[config.mk]
export PLATFORM = sky130hd
export DESIGN_NAME = enc16_4_evt
export DESIGN_NICKNAME = d
export VERILOG_FILES = /design/src/rtl/enc16_4_evt.sv
export SDC_FILE = /design/constraint.sdc
export NUM_CORES = 1
export LEC_CHECK = 0
export BUFFER_PORTS_ARGS = -buffer_cell sky130_fd_sc_hd__clkbuf_2
export CORE_MARGIN = 2
export CORE_UTILIZATION = 50
export DETAILED_ROUTE_END_ITERATION = 6
export HOLD_SLACK_MARGIN = 0.08
export PLACE_DENSITY = 0.78
export SLEW_MARGIN = 10
export SYNTH_ARGS = -nofsm -noshare
export SYNTH_HDL_FRONTEND = slang
export SYNTH_SLANG_ARGS = --single-unit
[constraint.sdc]
create_clock -name clk -period 4.7 [get_ports clk]
set_input_delay 0.235 -clock clk [delete_from_list [all_inputs] [get_ports clk]]
set_output_delay 0.235 -clock clk [all_outputs]
set_load 0.05 [all_outputs]
[src/rtl/enc16_4_evt.sv]
// 16-line rising-edge event encoder: latches each request rise as a pending event
// and streams the highest-priority pending line index out over valid/ready.
module enc16_4_evt #(
  parameter bit PRIO_HIGH = 1'b1,
  parameter bit PREV_RST  = 1'b1
) (
  input  logic        clk,
  input  logic        rst,
  input  logic [15:0] d,
  output logic [3:0]  code,
  output logic        code_valid,
  input  logic        code_ready,
  output logic [4:0]  pend_cnt,
  output logic        ovf,
  input  logic        ovf_clr
);

  typedef enum logic {IDLE = 1'b0, HOLD = 1'b1} state_e;

  state_e      state_q, state_d;
  logic [15:0] prev_q;
  logic [15:0] pend_q, pend_d;
  logic [3:0]  code_q, code_d;
  logic        ovf_q, ovf_d;

  logic [15:0] rise;
  logic [15:0] load_clr;
  logic [3:0]  sel;
  logic        load;

  assign rise = d & ~prev_q;

  // Later iterations overwrite earlier ones, so loop direction sets priority.
  always_comb begin
    sel = 4'd0;
    if (PRIO_HIGH) begin
      for (int i = 0; i < 16; i++)
        if (pend_q[i]) sel = 4'(i);
    end else begin
      for (int i = 15; i >= 0; i--)
        if (pend_q[i]) sel = 4'(i);
    end
  end

  always_comb begin
    pend_cnt = 5'd0;
    for (int i = 0; i < 16; i++)
      pend_cnt = pend_cnt + 5'(pend_q[i]);
  end

  always_comb begin
    state_d  = state_q;
    code_d   = code_q;
    load     = 1'b0;
    load_clr = 16'h0000;
    case (state_q)
      IDLE: begin
        if (pend_q != 16'h0000) begin
          load    = 1'b1;
          state_d = HOLD;
        end
      end
      HOLD: begin
        if (code_ready) begin
          if (pend_q != 16'h0000) load = 1'b1;
          else                    state_d = IDLE;
        end
      end
      default: state_d = IDLE;
    endcase
    if (load) begin
      code_d        = sel;
      load_clr[sel] = 1'b1;
    end
    // A rise on the line being loaded this cycle re-arms it as a second event.
    pend_d = (pend_q & ~load_clr) | rise;
    if (|(rise & pend_q & ~load_clr)) ovf_d = 1'b1;
    else if (ovf_clr)                 ovf_d = 1'b0;
    else                              ovf_d = ovf_q;
  end

  always_ff @(posedge clk) begin
    if (rst) begin
      state_q <= IDLE;
      prev_q  <= {16{PREV_RST}};
      pend_q  <= 16'h0000;
      code_q  <= 4'd0;
      ovf_q   <= 1'b0;
    end else begin
      state_q <= state_d;
      prev_q  <= d;
      pend_q  <= pend_d;
      code_q  <= code_d;
      ovf_q   <= ovf_d;
    end
  end

  assign code       = code_q;
  assign code_valid = (state_q == HOLD);
  assign ovf        = ovf_q;

endmodule
== After elaboration in Yosys (flattened, before gate mapping) ==
Cells that the tools add are included.
Word-level totals
  output and inout port bits: 11
  bits in registers: 38
  bits of input ports: 20
  logic and storage cells: 59
Operators by class
  $add $sub $neg: 15
  reductions and logical operators: 4
  bitwise operators: 8
  $lt $le $gt $ge: 2
  mux-type cells: 25
Operators with widths (number)
  $and A16 B16 Y16: 4
  $mux W4: 14
  $add A5 B1 Y5: 11
  $not A16 Y16: 2
  $mux W16: 1
  $or A16 B16 Y16: 1
  $reduce_bool A16 Y1: 1
  $reduce_or A16 Y1: 1
  $mux W1: 7
  $add A4 B1 Y5: 1
  $lt A4 B5 Y1 const B: 1
  $add A3 B1 Y4: 1
  $demux W1 S4: 1
  $ge A4 B1 Y1 const B: 1
  $pmux W1 S2: 2
  $add A2 B1 Y3: 1
  $add A1 B1 Y2: 1
  $reduce_bool A2 Y1: 1
  $logic_and A1 B1 Y1: 1
  $not A1 Y1: 1

== Depth between registers and ports, before layout ==
  word-level depth: 24
  gate-level depth with buffers: 11
  depth with buffers taken out: 11

== Least setup slack after synthesis ==
OpenSTA, ideal clock, no wires.
  kind: register -> output
  start point: register pend_q[5]
  end point: output port pend_cnt[2]
  path slack: 651 ps
  stages on the path, launching flop included: 11
  buffers on the path: 0
  data arrival time: 3814 ps
  required time: 4465 ps
  cells stage by stage: dfxtp_1 > inv_1 > fa_1 > fa_1 > fa_1 > fa_1 > inv_1 > ha_1 > inv_1 > fa_1 > xnor2_1
On the way
  cells in the longest elaborated chain, start to end: 11
Ends and longest elaborated chain
  start: declaration: line 22  | logic [15:0] pend_q, pend_d;
  start signal: assignment: line 92  | pend_q <= pend_d;
  $add A5 B1 Y5 (11 in series): line 48  | pend_cnt = pend_cnt + 5'(pend_q[i]);
  end: declaration: line 13  | output logic [4:0] pend_cnt,
No other way between the ends.

== Worst setup path in the final report ==
  start point: register pend_q[5]
  end point: output port pend_cnt[4]
Same word-level chain as after synthesis.

==> run summary <==
The number of clock buffers inserted by TritonCTS came out at 5. The hold buffer count at cts came out at 0. The final hold violation count came out at 0.

The total overflow left after global routing is 0. STA classifies the critical path startpoint as a flip-flop. The total number of nets in the final design came out at 298. The count of placed standard cells including taps came out at just over 300.

The most frequent cell on the critical path is fa_1. The total power divided by cell area is around 380 mW/mm2. The number of max-capacitance violations reported is 0.

The most critical setup path has its startpoint at pend_q[5]. VDD sags by at most 0.231 mV. The H-tree level count is 2. In this run the remaining antenna-violating nets after routing total 0. After technology mapping, the gate count stands at 229. The clock tree root driver cell is clkbuf_8. Multiplexer cells account for 0% of the synthesized area. The parity-gate share of the synthesized area counting xor and xnor cells is 0.838%. The fraction of registers with async set or reset after synthesis came out at 0%.

The transition time of the tightest slew-check pin came out at between 800 and 900 ps. The number of slew-limit violations in the final report was 0. The number of design rule violations left after detail routing came out at 0. The count of flip-flops with a built-in enable after synthesis came out at 0. Of all cell types, the one taking the most synthesized area is dfxtp_1. The number of cells in the finished layout apart from fillers is 313. From bottom edge to top edge, the die measures ~69 um. The average cell area after synthesis is slightly above 9 um2. The final weighted congestion in routability-driven placement came out at 0.925. The number of nets handed over by synthesis was 265. The main combinational cell family by area after synthesis is simple AND/OR/NAND/NOR gates.

In this run, the number of DRC markers left after iteration 0 of detailed routing was ~120. The Yosys step of the flow raised 0 warnings. The highest net fanout along the worst path is 5.

The total wirelength of the detailed-routed design came out at 4.49 mm. The most frequent standard cell in the layout excluding fill and tap cells is dfxtp_1. The TritonCTS clock tree is done. Once the clock tree was built, the resizer swapped 0 gates to a different size. The tree built by TritonCTS fans out to 38 sinks. The aggregate negative setup slack came out at 0 ps. The synthesized-area fraction occupied by ao, oa, aoi and oai cells came out at 17.3%. Traced cell by cell, the critical path runs through inv_1, fa_1, fa_1, fa_1, fa_1, inv_1, ha_1, inv_1, fa_1, nor2b_1, o21a_1, clkbuf_2.

With fillers left out, the area of the finished cells amounts to 0.00237 mm2. The post-route netlist has 30.0% of its cells at a drive strength greater than 1. STA puts the critical path data arrival time at 3910 ps. The cell area after synthesis is 0.00209 mm2.

The top achievable clock speed came out at 241 MHz. The fraction of the mapped netlist area in simple logic gates came out at 26.7%. Global routing used 21.1% of the available tracks.

The number of distinct library cells after synthesis is 44. Dividing the detail-routed via count by the number of cells gives between 5 and 6. Setup violations remaining at the end of the flow were counted as 0. The clock skew after layout is 7.55 ps. The area share of fa/ha/maj cells after synthesis is 13.2%. In this run the critical register-to-register path is launched from pend_q[2]. The via count of the first global-routing pass is 1,584. The routed via count came out at approximately 1,700. For the worst setup path, the data required time is 4470 ps. The final routed wire length divided by cell count is roughly 14 um. The fraction of the yosys area taken by sequential cells is 36.4%. The slowest stage of the critical path is the fa_1 cell. The area taken by multi-input logic gates is 0.00121 mm2.

The number of stages on the worst hold path came out at 2. The die outline area came out at 0.00471 mm2. The largest incremental delay on the critical path is 560 ps. The top cell types in the final layout, fill and taps aside, are dfxtp_1, clkbuf_2, inv_1, a21oi_1, or2_2. For hold timing, the worst endpoint is prev_q[9]. The later pin in the worst-skew pair is clocked with a latency of about 290 ps. In the finished design, the share of the clock period the worst path needs comes to between 80% and 90%. 31 I/O pins were placed.

The leakage power is 1.02 nW. Setup repair after global routing left no endpoint under its margin. By area the synthesized netlist is led by dfxtp_1, fa_1, a21oi_1. Before antenna repair, the detailed router went through 4 iterations. The die extent in x came out at 68.7 um. The number of antenna diodes in the final layout is 0. After filler insertion, the fill cell instance count of the layout stands at 376.

The overall power after layout is 0.000901 W. The synthesized design contains 38 register bits. By startpoint and endpoint, the worst setup path is classified as flip-flop to output pin. The area share of the largest cell type after synthesis is about 36%. The worst register-to-register path ends at ovf.

Setup slack on the worst reg-to-reg path comes out at 2190 ps. The number of antenna violations at the first check in global routing came out at 0. The cell area after placement is 0.00228 mm2. The worst setup path is captured at an output pin. Entering global routing, the biggest net connects 39 pins. The worst relative slew slack came out at ~44%. The number of port buffers came out at 30.

The clock slew at the register clock pins of the worst setup and hold paths came out at 80 ps. In this run the most critical hold path is launched from d[9]. The count of standard-cell rows came out at 23. The sequential cell area is 761 um2.

Compared with the post-synthesis result, the final layout area differs by 13.4%. The HPWL after detailed placement is between 3 and 4 mm. The run finished with clean final reports. The effective utilization at floorplan is between 50% and 60%. The final critical path time including I/O delays and setup is 4150 ps. The clock tree buffer depth is 2.

The core region is ~0.0040 mm2. The most used flip-flop cell after synthesis is dfxtp_1. The global-route wire length before repair is just over 7 mm. The buffers inserted during post-CTS setup optimization came out at 0.

In this run the worst hold path is classified as input pin to flip-flop. The number of cells traversed by the worst register-to-register path came out at 7.
how the worst max path moves through the flow:
stage,slack [ps],endpoint,depth (start not counted)
final,550,pend_cnt[4],12
after global routing,340,pend_cnt[4],12
after CTS,540,pend_cnt[4],12
after detailed placement,870,pend_cnt[4],12
after global placement,920,pend_cnt[4],12
after floorplan,650,pend_cnt[2],10
per-stage QoR:
step / util [%] / setup WS, ps / hold slack, ps
after floorplan: - / 651 / 342
after global placement: 56.9 / 917 / 433
after detailed placement: 56.9 / 866 / 436
after CTS: 59.3 / 539 / 136
after global routing: 59.3 / 341 / 140
final: 59.3 / 552 / 134
logic make-up (layout without fill, tap and decap cells):
family,count (synthesis),after routing
and+or+nand+nor,88,88
buffers and inverters,28,62
AOI/OAI and AO/OA,57,57
DFF,38,38
adders and majority gates,16,16
xor gates and xnor gates,2,2
cell usage after synthesis, types with 2 or more instances:
cell type  number
nand3_1         7
o21a_1          2
a21oi_1        23
inv_1          24
fa_1           10
nor3_1          2
and2b_2         2
or2b_2         10
nand2b_1        8
a211oi_1        5
nor2_1         16
nand2_1        11
dfxtp_1        38
xnor2_1         2
clkbuf_1        2
a31oi_1         2
a2bb2oi_1       2
or2_2          18
o21ai_0         7
o31ai_1         6
o22ai_1         3
ha_1            6
a31o_2          2
sequential cells by signal (all words and copies together), names as in the netlist:
register	count
code_valid	1
pend_q	16
ovf	1
prev_q	16
code	4
worst max-delay path, delay by kind of cell (launching register included):
kind                     cells  cell delay (ps)
AND/OR/NAND/NOR              1              130
flip-flops                   1              400
buffers and inverters        4              500
adder cells (fa/ha/maj)      6             2460
AO/OA/AOI/OAI                1              120
layout make-up:
type / instances / area share, %
clock buffers: 6 / 3.48
clock inverters: 2 / 0.528
inverters: 24 / 3.80
multi-input cells: 163 / 51.1
flip-flops and latches: 38 / 32.1
well taps: 50 / 2.64
repair buffers: 30 / 6.33
metal layers:
metal  part of all wire (%)  global-route usage, %
met2                     50                   37.1
met3                    5.9                   4.22
met1                     43                   25.6
met5                      0                      0
met4                    1.4                   6.75
report_power, final:
part,switching [W],internal (W)
Combinational,0.000205,0.0000968
Sequential,0.0000180,0.000344
Clock,0.000119,0.000118
No activity file was read; power rests on OpenSTA's default activity.
